$ cat src/rtl/seg_scan_param_if.sv
// Display bus for seg_scan_param.
//   number     : 4*DIGITS value to show, nibble 0 = rightmost digit
//   dp_in      : per-digit decimal point request
//   en         : display enable (0 blanks outputs, scanning continues)
//   dis_duan   : one-hot digit select, bit i = digit i
//   dis_wei    : segments a..g on bits 6..0, active high
//   dp         : decimal point of the selected digit
//   result     : raw nibble of the selected digit
//   frame_done : one-cycle pulse at the end of each scan frame
// master drives value/enable (user side), slave is the scanner.
interface seg_scan_param_if #(
   parameter int DIGITS = 4
);
   logic [4*DIGITS-1:0] number;
   logic [DIGITS-1:0]   dp_in;
   logic                en;
   logic [DIGITS-1:0]   dis_duan;
   logic [6:0]          dis_wei;
   logic                dp;
   logic [3:0]          result;
   logic                frame_done;

   modport master (
      output number, dp_in, en,
      input  dis_duan, dis_wei, dp, result, frame_done
   );

   modport slave (
      input  number, dp_in, en,
      output dis_duan, dis_wei, dp, result, frame_done
   );
endinterface

$ cat src/rtl/seg_scan_param.sv
// Multiplexed seven-segment display scanner.
// Each digit is shown for DIV clk cycles; DIGITS slots form one frame.
// The displayed value and decimal points are captured in a shadow at the
// start of every frame so a frame never mixes two input values.
// Ports:
//   clk   : sole clock, rising edge
//   rst_n : synchronous active-low reset
//   bus   : seg_scan_param_if slave (number, dp_in, en in;
//           dis_duan, dis_wei, dp, result, frame_done out, all registered)
module seg_scan_param #(
   parameter int DIGITS   = 4,
   parameter int DIV      = 50000,
   parameter int HEX_EN   = 1,
   parameter int BLANK_LZ = 0
) (
   input  logic              clk,
   input  logic              rst_n,
   seg_scan_param_if.slave   bus
);

   localparam int IW = (DIGITS > 1) ? $clog2(DIGITS) : 1;
   localparam int PW = $clog2(DIV);
   localparam int NW = 4 * DIGITS;

   logic [PW-1:0]     pcnt_q, pcnt_d;
   logic [IW-1:0]     idx_q, idx_d;
   logic [NW-1:0]     num_q, num_d;
   logic [DIGITS-1:0] dpin_q, dpin_d;
   logic [DIGITS-1:0] duan_q, duan_d;
   logic [6:0]        wei_q, wei_d;
   logic              dp_q, dp_d;
   logic [3:0]        res_q, res_d;
   logic              fd_q, fd_d;

   logic              slot_end;
   logic              load;
   logic [NW-1:0]     src_num;
   logic [DIGITS-1:0] src_dp;
   logic [3:0]        nib;
   logic              nib_dp;
   logic              upper_nz;
   logic [6:0]        seg;

   always_comb begin
      slot_end = (pcnt_q == PW'(DIV - 1));
      load     = (pcnt_q == '0) && (idx_q == '0);

      pcnt_d = slot_end ? '0 : pcnt_q + PW'(1);
      if (slot_end)
         idx_d = (idx_q == IW'(DIGITS - 1)) ? '0 : idx_q + IW'(1);
      else
         idx_d = idx_q;

      num_d  = load ? bus.number : num_q;
      dpin_d = load ? bus.dp_in  : dpin_q;

      // In the load cycle the shadow is being written on this same edge,
      // so decode from the live input; the digit shown for slot 0 then
      // matches the shadow for the rest of the frame.
      src_num = num_d;
      src_dp  = dpin_d;

      // idx_q and the shadow are constant within a slot, so recomputing
      // every cycle holds the outputs for the whole slot.
      nib      = '0;
      nib_dp   = 1'b0;
      upper_nz = 1'b0;
      for (int unsigned j = 0; j < DIGITS; j++) begin
         if (IW'(j) == idx_q) begin
            nib    = src_num[4*j +: 4];
            nib_dp = src_dp[j];
         end
         if ((IW'(j) >= idx_q) && (src_num[4*j +: 4] != 4'h0))
            upper_nz = 1'b1;
      end

      case (nib)
         4'h0:    seg = 7'b1111110;
         4'h1:    seg = 7'b0110000;
         4'h2:    seg = 7'b1101101;
         4'h3:    seg = 7'b1111001;
         4'h4:    seg = 7'b0110011;
         4'h5:    seg = 7'b1011011;
         4'h6:    seg = 7'b1011111;
         4'h7:    seg = 7'b1110000;
         4'h8:    seg = 7'b1111111;
         4'h9:    seg = 7'b1111011;
         4'hA:    seg = 7'b1110111;
         4'hB:    seg = 7'b0011111;
         4'hC:    seg = 7'b1001110;
         4'hD:    seg = 7'b0111101;
         4'hE:    seg = 7'b1001111;
         default: seg = 7'b1000111;
      endcase
      if ((HEX_EN == 0) && (nib > 4'h9))
         seg = '0;
      // Leading-zero blanking: digit 0 always shows.
      if ((BLANK_LZ != 0) && (idx_q != '0) && !upper_nz)
         seg = '0;

      duan_d = bus.en ? (DIGITS'(1) << idx_q) : '0;
      wei_d  = bus.en ? seg : '0;
      dp_d   = bus.en & nib_dp;
      res_d  = nib;
      fd_d   = slot_end && (idx_q == IW'(DIGITS - 1));
   end

   always_ff @(posedge clk) begin
      if (!rst_n) begin
         pcnt_q <= '0;
         idx_q  <= '0;
         num_q  <= '0;
         dpin_q <= '0;
         duan_q <= '0;
         wei_q  <= '0;
         dp_q   <= 1'b0;
         res_q  <= '0;
         fd_q   <= 1'b0;
      end else begin
         pcnt_q <= pcnt_d;
         idx_q  <= idx_d;
         num_q  <= num_d;
         dpin_q <= dpin_d;
         duan_q <= duan_d;
         wei_q  <= wei_d;
         dp_q   <= dp_d;
         res_q  <= res_d;
         fd_q   <= fd_d;
      end
   end

   assign bus.dis_duan   = duan_q;
   assign bus.dis_wei    = wei_q;
   assign bus.dp         = dp_q;
   assign bus.result     = res_q;
   assign bus.frame_done = fd_q;

endmodule

$ cat src/flat_wrapper.sv
// flat-port wrapper written by rule: the top's interface ports become plain ports
module seg_scan_param_flat 
#(
   parameter int DIGITS   = 4,
   parameter int DIV      = 50000,
   parameter int HEX_EN   = 1,
   parameter int BLANK_LZ = 0
)
  (clk, rst_n, bus_number, bus_dp_in, bus_en, bus_dis_duan, bus_dis_wei, bus_dp, bus_result, bus_frame_done);
  seg_scan_param_if #(.DIGITS(DIGITS)) bus_i ();
  input  logic clk;
  input  logic rst_n;
  input wire logic [$bits(bus_i.number)-1:0] bus_number;
  input wire logic [$bits(bus_i.dp_in)-1:0] bus_dp_in;
  input wire logic [$bits(bus_i.en)-1:0] bus_en;
  output wire logic [$bits(bus_i.dis_duan)-1:0] bus_dis_duan;
  output wire logic [$bits(bus_i.dis_wei)-1:0] bus_dis_wei;
  output wire logic [$bits(bus_i.dp)-1:0] bus_dp;
  output wire logic [$bits(bus_i.result)-1:0] bus_result;
  output wire logic [$bits(bus_i.frame_done)-1:0] bus_frame_done;
  assign bus_i.number = bus_number;
  assign bus_i.dp_in = bus_dp_in;
  assign bus_i.en = bus_en;
  assign bus_dis_duan = bus_i.dis_duan;
  assign bus_dis_wei = bus_i.dis_wei;
  assign bus_dp = bus_i.dp;
  assign bus_result = bus_i.result;
  assign bus_frame_done = bus_i.frame_done;
  seg_scan_param #(.DIGITS(DIGITS), .DIV(DIV), .HEX_EN(HEX_EN), .BLANK_LZ(BLANK_LZ)) u_core (.clk(clk), .rst_n(rst_n), .bus(bus_i));
endmodule
$ cat config.mk
export PLATFORM = sky130hd
export DESIGN_NAME = seg_scan_param_flat
export DESIGN_NICKNAME = d
export VERILOG_FILES = /design/src/rtl/seg_scan_param_if.sv /design/src/rtl/seg_scan_param.sv /design/src/flat_wrapper.sv
export SDC_FILE = /design/constraint.sdc
export NUM_CORES = 1
export LEC_CHECK = 0
export CAP_MARGIN = 20
export CORE_MARGIN = 5
export CORE_UTILIZATION = 40
export CTS_CLUSTER_DIAMETER = 80
export DETAILED_ROUTE_END_ITERATION = 10
export PLACE_DENSITY = 0.63
export SLEW_MARGIN = 20
export SYNTH_ARGS = -nofsm -noshare
export SYNTH_HDL_FRONTEND = slang
export SYNTH_SLANG_ARGS = --single-unit
export TNS_END_PERCENT = 50
$ cat constraint.sdc
create_clock -name clk -period 3 [get_ports clk]
set_clock_uncertainty 0.15 [all_clocks]
set_input_delay 0.6 -clock clk [delete_from_list [all_inputs] [get_ports clk]]
set_output_delay 0.6 -clock clk [all_outputs]
set_load 0.03 [all_outputs]
==> flow_summary.yaml, run 1 <==
setup_path:
  cp-end-kind: "flip-flop"
  cpPeakStageDelay_ps: 360
  endpoint: "u_core.bus.dis_wei[3]"
  cp-start-kind: "flip-flop"
  startpoint: "u_core.idx_q[0]"
  reg2reg_from: "u_core.idx_q[0]"
  r2r_slack_ps: 90
  cp_common_cell: "buf_12"
  crit_path_top_delay_cell: "dfxtp_4"
  crit_fanout: 14
  crit_family: "multiplexers"
  reg2reg_to: "u_core.bus.dis_wei[3]"
  path_cells: "inv_4 > ha_4 > nor4b_4 > nand4_2 > nor2_4 > buf_12 > buf_4 > mux2_4 > o31ai_4 > buf_12 > mux2_2 > o22ai_1"
  critPathBufInv: 4
  crit_required_ps: 3080
  path_depth: 12
  critical_path_class: "flip-flop to flip-flop"
  cp.arrival_ps: 2980
  r2r_cells: 12
die:
  start_util_pct: 41.4
  die_w_um: 91.6
  pin_count: 40
  std_cell_rows: 29
  dieHeight_um: 91.6
  die_area_um2: 8380
  core_area_um2: 6420
timing:
  hold_viol_final: 0
  layout_min_cycle_time_ps: 2910
  tightestPinTransition_ps: 481
  fin_ws_ps: 94.4
  maxSlewViolCount: 0
  setup_violations: 0
  fmax_mhz: 344
  rsz0062_at_grt: "true"
  relSlewSlack_pct: 67.9
  fin_crit_sh_pct: 96.9
clocking:
  cts_tree: "built"
  root_buffer: "clkbuf_8"
  clkSinkCount: 55
  clock_latency_ps: 300
  cts_buffer_depth: 2
  numCtsBuffers: 5
  htreeDepth: 2
  ctsHoldBuffers: 0
  clkTransAtPathRegs_ps: 90
synthesis:
  synth_area_um2: 2660
  synth_top_family_by_area: "simple AND/OR/NAND/NOR gates"
  synth_area_per_cell_um2: 9.15
  synth_xor_area_share_pct: 4.61
  synth.top_cell.area_share_pct: 41.4
  yosysWarnings: 0
  synthMuxAreaShare_pct: 6.16
  synth_cell_types: 50
  synth_compound_area_share_pct: 12.8
  synth.net_count: 327
  yosys.area_share.simple_pct: 25.2
  synth_edf_count: 0
  synth.largest_area_cell: "dfxtp_1"
  async_flop_share_pct: 0
  synthTopCellsByArea: "dfxtp_1 41%, ha_1 6.1%, nand2_1 5.4%, mux2i_1 4.9%, nor2_1 3.9%"
  ys_ff_latch: 55
  postSynthCellCount: 291
  ys.flop_type: "dfxtp_1"
  ys_seq_area_share_pct: 41.4
  synth_fa_ha_area_share_pct: 6.11
final_layout:
  antenna_cells: 0
  final_cell_mix: "53 x dfxtp_1, 39 x clkdlybuf4s50_1, 36 x nand2_1, 27 x nor2_1, 24 x buf_4"
  final_common_cell: "dfxtp_1"
  syn2layout_area_growth_pct: 33.8
  final_util_pct: 55.4
  drive_above_1_share_pct: 21.8
  layout.nets: 389
placed_design:
  dp_hpwl_um: 4700
  dp_slack_ps: 32.4
  place.gp.congestion: 0.800
  port_buffers: 39
grt:
  first_global_vias: 2187
  antenna_found_initial: 0
  grt_start_max_net_pins: 20
  grt_pass1_wl_um: 10800
  track_usage_pct: 15.6
  grt.overflow.total: 0
drt:
  drt_iter0_markers: 93
  drc_errors: 0
  avgViaCountPerCell: 5.10
  dr.pass1.iters: 4
  avgRoutedWirePerCell_um: 14.7
  wl_um: 6310
  vias: 2193
  ant_nets: 0
pwr:
  power.total_mw: 1.63
  p_leak_nw: 1.39
  p_per_area_nw_per_um2: 459
  ir_drop_mv: 0.248
run_status:
  status: "finished, final reports clean"
hold_path:
  hold_class: "flip-flop to flip-flop"
run:
  drv_cap: 0
## worst min-delay path by stage
stage,from,to,slack (ps),depth (start not counted)
floorplan,u_core.pcnt_q[0],u_core.pcnt_q[0],280,1
global placement,u_core.pcnt_q[0],u_core.pcnt_q[0],290,1
detailed placement,u_core.pcnt_q[0],u_core.pcnt_q[0],300,1
CTS,u_core.pcnt_q[0],u_core.pcnt_q[0],320,1
global route,u_core.num_q[7],u_core.num_q[7],370,2
finish,u_core.num_q[7],u_core.num_q[7],320,2
## metrics by stage
stage | TNS [ps] | instances | instance area (um^2) | hold slack, ps
after detailed placement | 0 | 419 | 3330 | 299
after global placement | 0 | 419 | 3330 | 292
final | 0 | 430 | 3560 | 319
after CTS | 0 | 426 | 3420 | 322
after global routing | -88.3 | 430 | 3560 | 367
after floorplan | -7.06 | 291 | 2740 | 280
## cell families after synthesis
group	after synthesis
simple gates	131
flops	55
compound gates	42
buf+inv	20
mux	16
xor+xnor	14
fa+ha+maj	13
## synth_stat cells (3+ instances only)
cell / n
and3_1: 6
a221oi_2: 3
o21ai_0: 5
and2_1: 8
a21oi_1: 5
or3_1: 3
ha_1: 13
nand2_1: 38
nand4_1: 3
a211oi_1: 3
a21boi_0: 9
dfxtp_1: 55
xnor2_1: 6
mux2i_1: 13
xor2_1: 8
nor3_1: 8
clkbuf_1: 5
nor2_1: 28
nor2b_1: 13
mux2_2: 3
inv_1: 9
nand3_1: 12
## routing by layer
metal | global-route usage [%] | share of wire, % | routed length, um
met4 | 2.64 | 0.43 | 27
met2 | 27.1 | 50 | 3140
met3 | 2.73 | 3.4 | 215
met1 | 20.5 | 46 | 2930
met5 | 0 | 0 | 0
## area by class of cell
cell class	count	area, um^2
Multi-Input combinational cell	216	1610
Clock buffer	6	82.6
Clock inverter	1	5.00
Timing Repair Buffer	66	622
Fill cell	575	2860
Sequential cell	55	1110
Tap cell	77	96.3
Inverter	9	38.8
## where the power goes
part,switching [mW],internal (mW),total (mW)
clock,0.225,0.182,0.407
sequential,0.0166,0.774,0.790
combinational,0.218,0.218,0.436
## worst min-delay path: cells and delay by family (launching register included)
| family | cells | cell delay, ps |
|---|---|---|
| flops | 1 | 320 |
| compound gates | 1 | 60 |
| simple gates | 1 | 50 |
## registers in the layout, summed over array words and instances, names as in the netlist
signal	count
u_core.bus.frame_done	1
u_core.bus.dis_duan	4
u_core.pcnt_q	16
u_core.bus.dis_wei	7
u_core.bus.dp	1
u_core.dpin_q	4
u_core.num_q	16
u_core.idx_q	2
u_core.bus.result	4
## what timing repair did
action / in CTS / in global routing
pin swaps: 0 / 6
setup endpoints to repair: 1 / 7
buffers inserted: 0 / 4
resized for setup: 1 / 25
Power figures use the tool's default switching activity.
==> run 2, diff against run 1 <==
Settings changed: PLACE_DENSITY 0.63 to 0.61.
Clock period 3 ns to 2.8 ns, I/O delays scaled along.
==> run 2 against run 1 <==
  * The run now ends with setup timing left
  * Routed wire length grew 4.1%
  * First-iteration DRC count is 9.7% lower
  * Total power grew 15%
  * Die area unchanged
  * Worst hold slack improved by 0.86 ps
==> flow_summary.yaml, run 2 (synthesized netlist as in run 1, its figures left out) <==
drt:
  dr.pass1.iters: 4
  vias: 2352
  routed-wl-met3_um: 275
  maxUsedRoutingLayer: "met4"
  avgViaCountPerCell: 5.00
  drc_errors: 0
  wl_met1_um: 2940
  wl_um: 6570
  avgRoutedWirePerCell_um: 14.0
  drt_iter0_markers: 84
  wl_met2_um: 3270
  ant_nets: 0
final_layout:
  syn2layout_area_growth_pct: 46.5
  final_cell_mix: "56 x buf_4, 53 x dfxtp_1, 39 x clkdlybuf4s50_1, 36 x nand2_1, 27 x nor2_1"
  final_util_pct: 60.7
  fin_area_um2: 3900
  regArea_um2: 1110
  fin_cells: 470
  multiInputGateArea_um2: 1590
  layout.nets: 429
  fillers: 555
  antenna_cells: 0
  final_common_cell: "buf_4"
  drive_above_1_share_pct: 27.5
clocking:
  cts_tree: "built"
  clkSinkCount: 55
  htreeDepth: 2
  clock_latency_ps: 300
  cts_buffer_depth: 2
  ctsHoldBuffers: 0
  clkTransAtPathRegs_ps: 100
  root_buffer: "clkbuf_8"
  numCtsBuffers: 5
pwr:
  power.total_mw: 1.88
  ir_drop_mv: 0.237
  p_leak_nw: 1.62
  p_per_area_nw_per_um2: 482
placed_design:
  post_dp_cell_area_um2: 3580
  dp.cells: 449
  dp_hpwl_um: 4910
  port_buffers: 39
  dp_slack_ps: -188
  place.gp.congestion: 0.826
setup_path:
  crit_fanout: 3
  cp-end-kind: "flip-flop"
  crit_path_top_delay_cell: "dfxtp_4"
  critical_path_class: "flip-flop to flip-flop"
  cp-start-kind: "flip-flop"
  crit_required_ps: 2880
  cp.arrival_ps: 2970
  path_cells: "inv_4 > ha_4 > nor4b_4 > nand4_2 > nor2_4 > buf_4 > mux2i_1 > nand2b_4 > a221oi_4 > inv_2 > ha_4 > mux2_2 > a21oi_1 > o21ai_1 > o22ai_1"
  cp_common_cell: "ha_4"
  critPathBufInv: 3
  cpPeakStageDelay_ps: 360
  crit_family: "simple AND/OR/NAND/NOR gates"
grt:
  first_global_vias: 2320
  grt_start_max_net_pins: 31
  antenna_found_initial: 0
  grt_pass1_wl_um: 11000
  grt.overflow.total: 0
  track_usage_pct: 16.0
die:
  core_area_um2: 6420
  start_util_pct: 41.4
  dieHeight_um: 91.6
  std_cell_rows: 29
  pin_count: 40
  die_area_um2: 8380
  die_w_um: 91.6
timing:
  maxSlewViolCount: 0
  hold_viol_final: 0
  relSlewSlack_pct: 76.9
  setup_violations: 2
  fmax_mhz: 347
  tns_ps: -104
  rsz0062_at_grt: "true"
  holdWs_ps: 320
  fin_ws_ps: -85.6
  fin_crit_sh_pct: 103
  layout_min_cycle_time_ps: 2890
  tightestPinTransition_ps: 344
run_status:
  violations: "setup timing"
  status: "finished, violations left"
hold_path:
  hold_class: "flip-flop to flip-flop"
run:
  drv_cap: 0
-- run 2: worst paths after layout --
path	start	endpoint	slack, ps	depth (start not counted)
worst max-delay path	u_core.idx_q[0]	u_core.bus.dis_wei[3]	-90	15
worst min-delay path	u_core.num_q[7]	u_core.num_q[7]	320	2
worst max register to register	u_core.idx_q[0]	u_core.bus.dis_wei[3]	-90	15
worst min register to register	u_core.num_q[7]	u_core.num_q[7]	320	2
-- run 2: worst min-delay path, stage by stage (launching register included) --
cell and delay, ps:
dfxtp_1 320, nand2_1 50, a21boi_0 60
-- run 2: layout make-up --
class,instances,area share (%)
multi-input combinational,216,40.8
sequential,55,28.4
timing repair buffer,106,24.9
clock buffer,7,2.50
tap,77,2.47
inverter,9,0.931
-- run 2: power by group --
part / internal (mW) / switching [mW]
clock: 0.227 / 0.255
combinational: 0.302 / 0.250
sequential: 0.829 / 0.0158
total: 1.36 / 0.520
-- run 2: repair_timing --
action                     4_1_cts  5_1_grt
hold endpoints to repair         0        0
setup buffers                    2       12
setup endpoints to repair        7        7
gates resized for setup          4       22
pin swaps                        4        7
-- run 2: metal layers --
layer	vias to the layer above	global-route usage, %
li1	1208	-
met2	53	28.1
met5	-	0
met4	0	4.52
met1	1082	20.2
met3	9	2.40
==> run 3, diff against run 2 <==
Clock period 2.8 ns to 3.2 ns, I/O delays scaled along.
==> run 3 against run 2 <==
  * The run now ends clean
  * Via count fell by 8.2%
  * Sequential share of layout area rose by 4.1 points
  * Cell count fell by 8.9%
  * Clock power fell by 23%
  * Register-to-register slack improved by 250 ps
  * Non-clock buffer count fell by 43
  * Critical path type unchanged
  * Routed wire length fell by 6.4%
  * Critical path depth did not move
==> flow_summary.yaml, run 3 (synthesized netlist as in run 1, its figures left out) <==
placed_design:
  port_buffers: 39
  dp_hpwl_um: 4590
  post_dp_cell_area_um2: 3240
  place.gp.congestion: 0.818
  dp.cells: 416
drt:
  wl_um: 6150
  drt_iter0_markers: 102
  vias: 2160
  avgRoutedWirePerCell_um: 14.4
  avgViaCountPerCell: 5.05
  ant_nets: 0
  dr.pass1.iters: 4
  drc_errors: 0
clocking:
  root_buffer: "clkbuf_8"
  clkTransAtPathRegs_ps: 90
  numCtsBuffers: 5
  htreeDepth: 2
  cts_tree: "built"
  clkSinkCount: 55
  cts_buffer_depth: 2
  clock_latency_ps: 310
timing:
  maxSlewViolCount: 0
  tightestPinTransition_ps: 615
  rsz0062_at_grt: "true"
  hold_viol_final: 0
  setup_violations: 0
  relSlewSlack_pct: 58.9
  layout_min_cycle_time_ps: 3030
  fmax_mhz: 330
  fin_crit_sh_pct: 94.8
  tns_ps: 0
final_layout:
  layout.nets: 386
  antenna_cells: 0
  final_util_pct: 52.9
  fillers: 608
  drive_above_1_share_pct: 16.5
  fin_cells: 428
  syn2layout_area_growth_pct: 27.6
  final_common_cell: "dfxtp_1"
  final_cell_mix: "54 x dfxtp_1, 39 x clkdlybuf4s50_1, 37 x nand2_1, 28 x nor2_1, 23 x buf_4"
  fin_area_um2: 3390
setup_path:
  cp-end-kind: "flip-flop"
  cp_common_cell: "buf_4"
  path_depth: 15
  cp-start-kind: "flip-flop"
  critical_path_class: "flip-flop to flip-flop"
  crit_family: "compound AO/OA/AOI/OAI gates"
  crit_fanout: 5
  r2r_slack_ps: 170
  r2r_cells: 15
  cp.arrival_ps: 3090
  reg2reg_to: "u_core.bus.dis_wei[6]"
  crit_path_top_delay_cell: "a221oi_2"
  reg2reg_from: "u_core.idx_q[0]"
  cpPeakStageDelay_ps: 350
  path_cells: "inv_2 > ha_1 > nor4b_4 > and4_1 > buf_6 > nand3_1 > a21oi_2 > a311oi_2 > a221oi_2 > buf_4 > buf_4 > ha_1 > buf_4 > nor3_1 > o31a_1"
  critPathBufInv: 5
  endpoint: "u_core.bus.dis_wei[6]"
  crit_required_ps: 3250
  startpoint: "u_core.idx_q[0]"
die:
  std_cell_rows: 29
  die_w_um: 91.6
  die_area_um2: 8380
  dieHeight_um: 91.6
  start_util_pct: 41.4
  pin_count: 40
  core_area_um2: 6420
pwr:
  p_leak_nw: 1.34
  p_per_area_nw_per_um2: 437
  ir_drop_mv: 0.203
grt:
  antenna_found_initial: 0
  first_global_vias: 2058
  grt_start_max_net_pins: 20
  track_usage_pct: 14.8
  grt_pass1_wl_um: 9990
  grt.overflow.total: 0
run_status:
  status: "finished, final reports clean"
hold_path:
  hold_class: "flip-flop to flip-flop"
run:
  drv_cap: 0
run 3: worst register-to-register path: stages, from the launching register on:
cell and delay, ps:
dfxtp_2 330, inv_2 70, ha_1 170, nor4b_4 220, and4_1 280, buf_6 130
nand3_1 90, a21oi_2 160, a311oi_2 60, a221oi_2 350, buf_4 170, buf_4 120
ha_1 160, buf_4 140, nor3_1 50, o31a_1 300
run 3: worst min path at each step:
stage                startpoint          endpoint  cells after the start
6_report        u_core.num_q[7]   u_core.num_q[7]                      2
5_1_grt         u_core.num_q[2]   u_core.num_q[2]                      2
4_1_cts         u_core.num_q[2]   u_core.num_q[2]                      2
3_5_place_dp   u_core.pcnt_q[0]  u_core.pcnt_q[0]                      1
3_3_place_gp   u_core.pcnt_q[0]  u_core.pcnt_q[0]                      1
2_1_floorplan  u_core.pcnt_q[0]  u_core.pcnt_q[0]                      1
run 3: what timing repair did:
item | CTS | global route
setup buffers | 0 | 4
hold buffers | 0 | 0
gates resized for setup | 0 | 13
setup endpoints to repair | 0 | 6
run 3: final cells by class:
class	instances	area [um^2]	area share [%]
multi-input combinational	216	1510	44.4
sequential	55	1100	32.5
timing repair buffer	63	574	16.9
tap	77	96.3	2.84
clock buffer	7	76.3	2.25
inverter	9	33.8	0.995
clock inverter	1	5.00	0.147
run 3: per-layer routing:
layer / track usage [%] / part of all wire, % / wire length [um]
met5: 0 / 0 / 0
met4: 4.77 / 1.3 / 78
met3: 3.47 / 3.4 / 209
met2: 25.6 / 50 / 3050
met1: 18.0 / 46 / 2800
run 3: report_power, final:
group          switching [mW]  internal (mW)  total, mW
Sequential             0.0155          0.726      0.742
Clock                   0.216          0.154      0.370
Combinational           0.188          0.183      0.371
run 3: metrics by stage:
step / hold WS (ps) / total power [mW] / worst slack (ps)
3_3_place_gp: 298 / 1.10 / 78.7
4_1_cts: 324 / 1.47 / 12.1
5_1_grt: 340 / 1.56 / -25.9
2_1_floorplan: 280 / 0.986 / 31.2
3_5_place_dp: 306 / 1.11 / 37.7
6_report: 319 / 1.48 / 166
